[src/rtl/magnetron_ctrl_if.sv]
// Front-panel, interlock and drive signals of the magnetron controller.
// The bench drives through master; the controller receives through slave.
interface magnetron_ctrl_if #(
   parameter int TIME_W     = 12,
   parameter int PWR_LEVELS = 10
);
   localparam int PWR_W = $clog2(PWR_LEVELS + 1);

   logic              door_closed;
   logic              startn;
   logic              stopn;
   logic              clearn;
   logic              time_wr;
   logic [TIME_W-1:0] time_in;
   logic [PWR_W-1:0]  power;
   logic              mag_on;
   logic              mag_onn;
   logic [TIME_W-1:0] remaining;
   logic [1:0]        state;
   logic              timer_done;

   modport master (
      output door_closed, startn, stopn, clearn, time_wr, time_in, power,
      input  mag_on, mag_onn, remaining, state, timer_done
   );

   modport slave (
      input  door_closed, startn, stopn, clearn, time_wr, time_in, power,
      output mag_on, mag_onn, remaining, state, timer_done
   );
endinterface

[src/rtl/magnetron_ctrl.sv]
// Microwave magnetron sequencer: seconds countdown, duty-slot power control
// and door interlock, all outputs registered.
//
// state | meaning
// IDLE  | no cooking; time may be loaded
// COOK  | counting down, magnetron driven per duty slot
// PAUSE | door open / stop; counters frozen, time may be reloaded
// DONE  | countdown reached zero; wait for clear or door open
module magnetron_ctrl #(
   parameter int TIME_W        = 12,
   parameter int TICKS_PER_SEC = 1000,
   parameter int PWR_LEVELS    = 10
) (
   input logic             clk,
   input logic             rst_n,
   magnetron_ctrl_if.slave bus
);
   localparam int PWR_W  = $clog2(PWR_LEVELS + 1);
   localparam int TICK_W = $clog2(TICKS_PER_SEC);
   localparam logic [TICK_W-1:0] TICK_LAST = TICK_W'(TICKS_PER_SEC - 1);
   localparam logic [PWR_W-1:0]  DUTY_LAST = PWR_W'(PWR_LEVELS - 1);
   localparam logic [PWR_W-1:0]  PWR_MAX   = PWR_W'(PWR_LEVELS);

   typedef enum logic [1:0] {
      ST_IDLE  = 2'd0,
      ST_COOK  = 2'd1,
      ST_PAUSE = 2'd2,
      ST_DONE  = 2'd3
   } state_t;

   state_t              state_q, state_d;
   logic [TIME_W-1:0]   remaining_q, remaining_d;
   logic [TICK_W-1:0]   tick_q, tick_d;
   logic [PWR_W-1:0]    duty_q, duty_d;
   logic                mag_on_q, mag_on_d;
   logic                timer_done_q, timer_done_d;
   logic [PWR_W-1:0]    pwr_sat;
   logic                tick_wrap;

   always_ff @(posedge clk) begin
      if (!rst_n) begin
         state_q      <= ST_IDLE;
         remaining_q  <= '0;
         tick_q       <= '0;
         duty_q       <= '0;
         mag_on_q     <= 1'b0;
         timer_done_q <= 1'b0;
      end else begin
         state_q      <= state_d;
         remaining_q  <= remaining_d;
         tick_q       <= tick_d;
         duty_q       <= duty_d;
         mag_on_q     <= mag_on_d;
         timer_done_q <= timer_done_d;
      end
   end

   always_comb begin
      state_d      = state_q;
      remaining_d  = remaining_q;
      tick_d       = tick_q;
      duty_d       = duty_q;
      timer_done_d = 1'b0;
      pwr_sat      = (bus.power > PWR_MAX) ? PWR_MAX : bus.power;
      tick_wrap    = (tick_q == TICK_LAST);

      case (state_q)
         ST_IDLE, ST_PAUSE: begin
            if (!bus.door_closed) begin
               state_d = state_q;
            end else if (!bus.clearn) begin
               state_d     = ST_IDLE;
               remaining_d = '0;
               tick_d      = '0;
               duty_d      = '0;
            end else if (!bus.stopn) begin
               state_d = state_q;
            end else if (!bus.startn) begin
               if (remaining_q != '0) state_d = ST_COOK;
            end else if (bus.time_wr) begin
               remaining_d = bus.time_in;
               tick_d      = '0;
               duty_d      = '0;
            end
         end

         ST_COOK: begin
            // Every cycle spent in COOK is counted, including the one that
            // ends in a pause, so accumulated on-time equals cook time.
            tick_d = tick_wrap ? '0 : tick_q + TICK_W'(1);
            if (tick_wrap) begin
               duty_d = (duty_q == DUTY_LAST) ? '0 : duty_q + PWR_W'(1);
               if (remaining_q != '0) remaining_d = remaining_q - TIME_W'(1);
            end
            if (tick_wrap && remaining_q == TIME_W'(1)) begin
               state_d      = ST_DONE;
               timer_done_d = 1'b1;
            end else if (!bus.door_closed || !bus.clearn || !bus.stopn) begin
               state_d = ST_PAUSE;
            end
         end

         ST_DONE: begin
            if (!bus.door_closed || !bus.clearn) begin
               state_d     = ST_IDLE;
               remaining_d = '0;
               tick_d      = '0;
               duty_d      = '0;
            end
         end

         default: state_d = ST_IDLE;
      endcase

      mag_on_d = (state_d == ST_COOK) && bus.door_closed && (duty_d < pwr_sat);
   end

   assign bus.mag_on     = mag_on_q;
   assign bus.mag_onn    = ~mag_on_q;
   assign bus.remaining  = remaining_q;
   assign bus.state      = state_q;
   assign bus.timer_done = timer_done_q;
endmodule

[src/flat_wrapper.sv]
// flat-port wrapper written by rule: the top's interface ports become plain ports
module magnetron_ctrl_flat 
#(
   parameter int TIME_W        = 12,
   parameter int TICKS_PER_SEC = 1000,
   parameter int PWR_LEVELS    = 10
)
  (clk, rst_n, bus_door_closed, bus_startn, bus_stopn, bus_clearn, bus_time_wr, bus_time_in, bus_power, bus_mag_on, bus_mag_onn, bus_remaining, bus_state, bus_timer_done);
  magnetron_ctrl_if #(.TIME_W(TIME_W), .PWR_LEVELS(PWR_LEVELS)) bus_i ();
  input logic clk;
  input logic rst_n;
  input wire logic [$bits(bus_i.door_closed)-1:0] bus_door_closed;
  input wire logic [$bits(bus_i.startn)-1:0] bus_startn;
  input wire logic [$bits(bus_i.stopn)-1:0] bus_stopn;
  input wire logic [$bits(bus_i.clearn)-1:0] bus_clearn;
  input wire logic [$bits(bus_i.time_wr)-1:0] bus_time_wr;
  input wire logic [$bits(bus_i.time_in)-1:0] bus_time_in;
  input wire logic [$bits(bus_i.power)-1:0] bus_power;
  output wire logic [$bits(bus_i.mag_on)-1:0] bus_mag_on;
  output wire logic [$bits(bus_i.mag_onn)-1:0] bus_mag_onn;
  output wire logic [$bits(bus_i.remaining)-1:0] bus_remaining;
  output wire logic [$bits(bus_i.state)-1:0] bus_state;
  output wire logic [$bits(bus_i.timer_done)-1:0] bus_timer_done;
  assign bus_i.door_closed = bus_door_closed;
  assign bus_i.startn = bus_startn;
  assign bus_i.stopn = bus_stopn;
  assign bus_i.clearn = bus_clearn;
  assign bus_i.time_wr = bus_time_wr;
  assign bus_i.time_in = bus_time_in;
  assign bus_i.power = bus_power;
  assign bus_mag_on = bus_i.mag_on;
  assign bus_mag_onn = bus_i.mag_onn;
  assign bus_remaining = bus_i.remaining;
  assign bus_state = bus_i.state;
  assign bus_timer_done = bus_i.timer_done;
  magnetron_ctrl #(.TIME_W(TIME_W), .TICKS_PER_SEC(TICKS_PER_SEC), .PWR_LEVELS(PWR_LEVELS)) u_core (.clk(clk), .rst_n(rst_n), .bus(bus_i));
endmodule
[config.mk]
export PLATFORM = sky130hd
export DESIGN_NAME = magnetron_ctrl_flat
export DESIGN_NICKNAME = d
export VERILOG_FILES = /design/src/rtl/magnetron_ctrl_if.sv /design/src/rtl/magnetron_ctrl.sv /design/src/flat_wrapper.sv
export SDC_FILE = /design/constraint.sdc
export NUM_CORES = 1
export LEC_CHECK = 0
export CAP_MARGIN = 25
export CORE_MARGIN = 2
export CORE_UTILIZATION = 55
export CTS_CLUSTER_DIAMETER = 100
export DETAILED_ROUTE_END_ITERATION = 10
export PLACE_DENSITY = 0.85
export SETUP_SLACK_MARGIN = 0.5
export SLEW_MARGIN = 0
export SYNTH_ARGS = -nofsm -noshare
export SYNTH_HDL_FRONTEND = slang
export SYNTH_SLANG_ARGS = --single-unit
[constraint.sdc]
create_clock -name clk -period 4.4 [get_ports clk]
set_input_delay 1.32 -clock clk [delete_from_list [all_inputs] [get_ports clk]]
set_output_delay 1.32 -clock clk [all_outputs]
set_load 0.005 [all_outputs]
==> results of run 1 <==
final timing paths:
path | from | endpoint | slack (ns) | cells past startpoint
hold reg to reg | u_core.bus.remaining[11] | u_core.bus.remaining[11] | 0.51 | 1
setup reg to reg | u_core.bus.state[1] | u_core.bus.mag_on | 1.57 | 8
setup / recovery | bus_door_closed | u_core.bus.mag_on | 0.90 | 10
hold / removal | u_core.bus.remaining[11] | u_core.bus.remaining[11] | 0.51 | 1
cells in the final DEF, fill, tap and decap left out, types with 3 or more instances in the layout:
master and n:
sky130_fd_sc_hd__o22ai_1 3, sky130_fd_sc_hd__o21ai_1 7, sky130_fd_sc_hd__ha_1 9, sky130_fd_sc_hd__nor3_1 10, sky130_fd_sc_hd__nor4_1 3, sky130_fd_sc_hd__a31oi_1 5, sky130_fd_sc_hd__nand2_1 17, sky130_fd_sc_hd__clkbuf_4 5
sky130_fd_sc_hd__xnor2_1 6, sky130_fd_sc_hd__clkdlybuf4s50_1 39, sky130_fd_sc_hd__a22oi_1 7, sky130_fd_sc_hd__a41oi_1 3, sky130_fd_sc_hd__nor2b_1 5, sky130_fd_sc_hd__and2_1 4, sky130_fd_sc_hd__a21oi_1 11, sky130_fd_sc_hd__nand4_1 5
sky130_fd_sc_hd__a32oi_1 3, sky130_fd_sc_hd__o211ai_1 7, sky130_fd_sc_hd__inv_1 11, sky130_fd_sc_hd__dfxtp_1 30, sky130_fd_sc_hd__nor2_1 28, sky130_fd_sc_hd__buf_4 5, sky130_fd_sc_hd__a211oi_1 7, sky130_fd_sc_hd__nand3_1 8
sky130_fd_sc_hd__o21ai_0 8, sky130_fd_sc_hd__and3_1 4
area by class of cell:
class,count,area share [%]
sequential,30,25.25
inverter,12,1.894
tap,46,2.420
timing repair buffer,44,17.99
clock buffer,7,1.894
multi-input combinational,187,50.55
stage by stage:
step	total power, mW	instances	worst slack [ns]
finish	0.5827	326	0.8954
global route	0.6131	326	0.7126
CTS	0.5817	326	0.9039
detailed placement	0.4324	319	0.5695
global placement	0.4303	319	0.7548
floorplan	0.3728	237	1.220
power by group through the flow:
stage	Clock [mW]	Combinational (mW)	Sequential (mW)
5_1_grt	0.168	0.157	0.289
6_report	0.154	0.141	0.287
3_5_place_dp	0	0.139	0.293
3_3_place_gp	0	0.137	0.293
4_1_cts	0.155	0.140	0.287
2_1_floorplan	0	0.0809	0.292
registers in the layout, summed over array words and instances (netlist names):
register / count
u_core.bus.remaining: 12
u_core.tick_q: 10
u_core.bus.timer_done: 1
u_core.duty_q: 4
u_core.bus.mag_on: 1
u_core.bus.state: 2
critical path: cells and delay by family:
kind                     cells  cell delay, ns
AO/OA/AOI/OAI                4            0.78
buffers and inverters        1            0.54
adder cells (fa/ha/maj)      1            0.21
AND/OR/NAND/NOR              4            0.90
cells by family (layout without fill, tap and decap cells):
family / Yosys count / after routing
xor gates and xnor gates: 8 / 8
and+or+nand+nor: 98 / 98
buffers and inverters: 20 / 63
adders and majority gates: 9 / 9
AOI/OAI and AO/OA: 71 / 71
DFF: 30 / 30
muxes: 1 / 1
metal layers:
metal	vias up	track usage (%)	share of wire, %
met4	0	13.06	2.2
met5	-	0	0
met2	95	45.16	47
met1	915	33.75	43
met3	11	5.586	7.5
li1	973	-	-
==> key figures, run 1 <==
Cells and area
  – FF+latch area: 600.6 um^2
  – Share of post-route cells with drive strength above 1: under 10%
  – Layout Area Growth over Synthesis: 26.48%
  – Combined area of the multi-input logic cells: between 1000 and 1500 um^2
  – Ant diodes: 0
  – Layout filler cell count: 292
  – Finished layout cell area: around 2400 um^2
  – Final layout net count: approximately 310
  – Final core occ: 71.84%

Synthesis
  – Post-Synthesis Net Count: 269
  – Synth Area in XOR/XNOR: under 10%
  – Area contributors post-synth: sky130_fd_sc_hd__dfxtp_1 32%, sky130_fd_sc_hd__ha_1 6.0%, sky130_fd_sc_hd__nor2_1 5.6%, sky130_fd_sc_hd__nand2_1 3.4%, sky130_fd_sc_hd__a21oi_1 2.9%
  – Mux share of post-synthesis cell area: 0.5323%
  – Post-Synthesis Mean Instance Area: 7.935 um^2
  – Count of mapped cells out of synthesis: 237
  – Most used flip-flop cell after synthesis: sky130_fd_sc_hd__dfxtp_1
  – Area fraction of the dominant cell type after synthesis: 31.94%
  – Sequential element share of the synthesized area: approximately a third
  – Area fraction in and, or, nand and nor cells after synthesis: between 20% and 30%
  – Compound-cell area share of the yosys netlist: 26.68%
  – Top-count cell post-synth: sky130_fd_sc_hd__dfxtp_1
  – Synth Register Bits: 30
  – Commonest cells post-synth: 30 x sky130_fd_sc_hd__dfxtp_1, 28 x sky130_fd_sc_hd__nor2_1, 17 x sky130_fd_sc_hd__nand2_1
  – Number of synthesis warnings: 0
  – Main combinational cell family by area after synthesis: simple AND/OR/NAND/NOR gates
  – Adder and majority gate portion of the synthesized area: around 6%
  – Cell taking the most area after synthesis: sky130_fd_sc_hd__dfxtp_1
  – Count of distinct cell types in the synthesized netlist: 48
  – Asr flop ratio synth: 0%
  – Netlist area before placement: 1881 um^2
  – Number of enable-type register cells in the synthesized netlist: 0

Routing
  – DRT iter0 DRCs: 147
  – Antenna-violating nets left: 0
  – Count of unresolved DRC violations after routing: 0
  – Vias/cell: roughly 6.1
  – Via Count: about 2000
  – Number of detailed-routing iterations run before antenna repair: 5
  – Detailed-route wire length per cell: 15.10 um
  – Post-detailed-routing wire length: about 4900 um

Timing
  – Worst hold slack: between 0.5 and 0.6 ns
  – Unrepaired setup endpoints after global routing: false
  – Skew final: between 0.01 and 0.015 ns
  – Maximum clock rate: 0.2853 GHz
  – Count of final max-slew check failures: 0
  – Max-slew headroom: a little under three fifths
  – Sum Neg Setup Slack: 0 ns
  – Final clock period utilization by the worst path: 79.65%
  – Final hold vios: 0
  – Measured slew at the worst slew-check pin: roughly 0.67 ns
  – Post-route minimum period: approximately 3.5 ns
  – Count of final setup violators: 0

Die
  – Vert. Die Dim: 62.48 um
  – Initial core utilization: roughly 57%
  – Row count: 21
  – Width of the die: 62.48 um
  – Core Box Area: 3311 um^2
  – Die footprint: 3903 um^2
  – # IOs: 40

GRT
  – Total global routing overflow: 0
  – Initial antenna violation count: 0
  – Via count of the first global-routing pass: 1890
  – GRT Util Overall: a little over a quarter
  – Global-route wire length before repair: 8604 um
  – Largest net degree at the start of global routing: 18

Setup path
  – Library cell contributing the largest single delay on the critical path: sky130_fd_sc_hd__clkdlybuf4s50_1
  – Category of the critical setup timing path: input pin to flip-flop
  – Endpoint required time on the critical path: 4.64 ns
  – CP peak stage delay: 0.54 ns
  – Arr. time, crit path: 3.75 ns
  – Worst-path cell chain: clkdlybuf4s50_1 > and4_1 > a211o_1 > nor2_1 > o22ai_1 > ha_1 > nand3b_1 > a211oi_1 > a211oi_1 > nor4b_1
  – Startpoint class of the critical path: input pin
  – Nature of the critical path endpoint: flip-flop
  – Critical path's most frequent cell: sky130_fd_sc_hd__a211oi_1
  – CP max FO: 8

CTS
  – Number of CTS-inserted buffers: 5
  – TritonCTS clock tree: yes
  – Clock-pin transition on the worst setup and hold timing paths: 0.09 ns
  – Number of buffers inserted for hold repair after clock tree synthesis: 0
  – Cell at the root of the clock tree: sky130_fd_sc_hd__clkbuf_4
  – # resized after CTS: 0
  – Level count of the clock H-tree: 2
  – Clock insertion delay at the later pin of the skew report: 0.35 ns
  – Number of buffers on the longest clock path: 2
  – Total number of clock tree sinks: 30
  – Post-CTS Setup Repair Bufs: 0

Power and ir drop
  – Fraction of power consumed by the clock network: 26.4%
  – Net switching share of the total power: a little under a third
  – Switching power total: 178.4 uW
  – Internal power component: about 400 uW
  – Largest vdd supply drop: 0.2008 mV
  – Power density over the cells: 245.0 nW/um^2
  – Combinational group share of total power: 24.2%
  – Leakage component of the power: 0.8382 nW
  – Relative contribution of sequential cells to total power: 49.3%

Placement
  – Cell Area, Placed: 2333 um^2
  – Number of I/O port buffers: 39
  – Placed wire-length estimate after detailed placement: between 3000 and 4000 um
  – Weighted congestion reported at the end of routability-driven placement: 0.8711

Worst hold path
  – Hold Path Class: flip-flop to flip-flop

Run status
  – Outcome: completed

Run
  – Max-cap violations: 0
Power figures use the tool's default switching activity.
==> inputs of run 2 (changes only) <==
- CORE_UTILIZATION: 55 -> 46
- PLACE_DENSITY: 0.85 -> 0.76
- clock period: 4.4 -> 3.1 ns (I/O delays scaled with it)
==> run 2 against run 1 <==
Utilization shrank 5.0 points. Clock power grew to 2.6 times the previous value. Setup slack worse by 0.35 ns. Design area up 12%. Critical path depth stayed put. First-iteration DRC count grew 12%. Critical path type unchanged. Critical endpoint unchanged. Largest power group unchanged. Highest routed layer unchanged.
==> key figures, run 2 (synthesized netlist as in run 1, its figures left out) <==
CTS
  – Clock insertion delay at the later pin of the skew report: 0.28 ns (-0.07 ns)
  – Total number of clock tree sinks: 30 (unchanged)
  – Level count of the clock H-tree: 2 (unchanged)
  – TritonCTS clock tree: yes
  – Number of CTS-inserted buffers: 5 (unchanged)
  – Number of buffers inserted for hold repair after clock tree synthesis: 0 (unchanged)
  – Cell at the root of the clock tree: sky130_fd_sc_hd__clkbuf_8
  – Number of buffers on the longest clock path: 2 (unchanged)
  – Clock-pin transition on the worst setup and hold timing paths: 0.07 ns (-0.02 ns)

Setup path
  – Endpoint required time on the critical path: 3.26 ns (-1.38 ns)
  – Category of the critical setup timing path: input pin to flip-flop
  – Nature of the critical path endpoint: flip-flop
  – Arr. time, crit path: 2.71 ns (-1.04 ns)
  – CP max FO: 5 (-3)
  – Startpoint class of the critical path: input pin

Placement
  – Weighted congestion reported at the end of routability-driven placement: 0.8719 (about the same)
  – Placed wire-length estimate after detailed placement: 3732 um (+4.4%)
  – Number of I/O port buffers: 39 (unchanged)

GRT
  – GRT Util Overall: 26.15% (-1.1 points)
  – Initial antenna violation count: 0 (unchanged)
  – Via count of the first global-routing pass: 1981 (+4.8%)
  – Global-route wire length before repair: 9163 um (+6.5%)
  – Largest net degree at the start of global routing: 17 (-1)
  – Total global routing overflow: 0 (unchanged)

Run
  – Max-cap violations: 0 (unchanged)

Routing
  – Number of detailed-routing iterations run before antenna repair: 4 (-1)
  – Post-detailed-routing wire length: 5515 um (+12%)
  – Via Count: 2079 (+4.3%)
  – Count of unresolved DRC violations after routing: 0 (unchanged)
  – Antenna-violating nets left: 0 (unchanged)
  – Vias/cell: 5.991 (-2.0%)
  – Detailed-route wire length per cell: 15.89 um (+5.3%)
  – DRT iter0 DRCs: 165 (+12%)

Timing
  – Unrepaired setup endpoints after global routing: false
  – Maximum clock rate: 0.3918 GHz
  – Sum Neg Setup Slack: 0 ns (unchanged)
  – Worst hold slack: 0.4877 ns (-0.01959 ns)
  – Final hold vios: 0 (unchanged)
  – Max-slew headroom: 53.56% (-1.6 points)
  – Count of final setup violators: 0 (unchanged)
  – Measured slew at the worst slew-check pin: 0.6920 ns (+0.02394 ns)
  – Post-route minimum period: 2.552 ns
  – Skew final: 0.005309 ns (-0.005461 ns)
  – Count of final max-slew check failures: 0 (unchanged)
  – Final clock period utilization by the worst path: 82.32%

Power and ir drop
  – Internal power component: 760.0 uW (+88%)
  – Largest vdd supply drop: 0.1949 mV (-3.0%)
  – Power density over the cells: 390.2 nW/um^2 (+59%)
  – Combinational group share of total power: 21.5% (-2.7 points)
  – Switching power total: 276.1 uW (+55%)
  – Leakage component of the power: 0.9892 nW (+18%)
  – Net switching share of the total power: 26.65% (-4.0 points)
  – Fraction of power consumed by the clock network: 39.1% (+13 points)
  – Post-layout total power: 1.036 mW (+78%)
  – Relative contribution of sequential cells to total power: 39.5% (-9.8 points)

Run status
  – Outcome: completed

Cells and area
  – Layout filler cell count: 353 (+21%)
  – Layout Area Growth over Synthesis: 41.18%
  – Top library cells by usage in the layout, fill and taps aside: 34 x sky130_fd_sc_hd__clkdlybuf4s50_1, 29 x sky130_fd_sc_hd__dfxtp_1, 26 x sky130_fd_sc_hd__nor2_1, 21 x sky130_fd_sc_hd__buf_4, 17 x sky130_fd_sc_hd__nand2_1
  – Max FFs per register: 12 (unchanged)
  – Most common cell after layout, fill and taps aside: sky130_fd_sc_hd__clkdlybuf4s50_1
  – Final layout net count: 329 (+5.4%)
  – Ant diodes: 0 (unchanged)
  – Share of post-route cells with drive strength above 1: 17.85% (+12 points)

Die
  – Core Box Area: 3971 um^2 (+20%)
  – Row count: 23 (+9.5%)
  – Initial core utilization: 47.35% (-9.4 points)
  – Vert. Die Dim: 67.94 um (+8.7%)
  – Die footprint: 4616 um^2 (+18%)
  – Width of the die: 67.94 um (+8.7%)
  – # IOs: 40 (unchanged)

Worst hold path
  – Hold Path Class: flip-flop to flip-flop
[run 2: changes by cell type in the layout (fill, tap and decap cells not counted), sizes merged]
cell and change:
buf +17, bufinv +1, dlygate4sd2 +1, clkdlybuf4s50 -5, clkbuf +3
[run 2: routing by layer]
| metal | track usage [%] | part of all wire [%] | vias to the layer above |
|---|---|---|---|
| met1 | 33.03 | 43 | 975 |
| met3 | 4.934 | 6.4 | 10 |
| met4 | 10.75 | 1.5 | 0 |
| met5 | 0 | 0 | - |
| met2 | 43.57 | 50 | 90 |
| li1 | - | - | 1004 |
[run 2: worst paths after layout]
path	from	endpoint	slack, ns	depth (start not counted)
max reg2reg	u_core.tick_q[0]	u_core.bus.mag_on	0.61	10
min	u_core.bus.remaining[11]	u_core.bus.remaining[11]	0.49	1
min reg2reg	u_core.bus.remaining[11]	u_core.bus.remaining[11]	0.49	1
max	bus_door_closed	u_core.bus.mag_on	0.55	10
[run 2: per-stage QoR]
step	setup WS (ns)	utilization, %	instance area [um^2]	instances
6_report	0.5480	66.86	2655	347
5_1_grt	0.4942	66.86	2655	347
4_1_cts	0.5186	66.67	2648	346
3_5_place_dp	-0.1887	61.09	2426	332
3_3_place_gp	0.01613	61.09	2426	332
2_1_floorplan	0.5091	-	1898	237
[run 2: critical path: stages]
cell	delay, ns
sky130_fd_sc_hd__clkbuf_2	0.11
sky130_fd_sc_hd__buf_4	0.15
sky130_fd_sc_hd__and3_1	0.15
sky130_fd_sc_hd__o21a_1	0.20
sky130_fd_sc_hd__a2111oi_4	0.34
sky130_fd_sc_hd__o21ai_2	0.09
sky130_fd_sc_hd__ha_1	0.29
sky130_fd_sc_hd__o211ai_1	0.10
sky130_fd_sc_hd__a211oi_2	0.27
sky130_fd_sc_hd__nor4b_2	0.08
[run 2: what timing repair did]
| action | 4_1_cts | 5_1_grt |
|---|---|---|
| setup endpoints to repair | 9 | 1 |
| setup buffers | 7 | 1 |
| gates resized for setup | 23 | 8 |
| cloned | 0 | 0 |
| hold endpoints to repair | 0 | 0 |
| pin swaps | 12 | 11 |
[run 2: cell type report]
class                      instances  area (um^2)  area share, %
clock inverter                     1        30.03          1.131
sequential                        30        601.8          22.67
timing repair buffer              61        546.8          20.59
clock buffer                       6        82.58          3.110
tap                               50        62.56          2.356
multi-input combinational        187         1286          48.44
inverter                          12        45.04          1.697
[run 2: power groups by stage]
| stage | clock, mW | combinational (mW) | sequential, mW |
|---|---|---|---|
| floorplan | 0 | 0.118 | 0.414 |
| global placement | 0 | 0.209 | 0.417 |
| global route | 0.426 | 0.244 | 0.410 |
| finish | 0.405 | 0.223 | 0.409 |
| detailed placement | 0 | 0.212 | 0.417 |
| CTS | 0.414 | 0.219 | 0.408 |
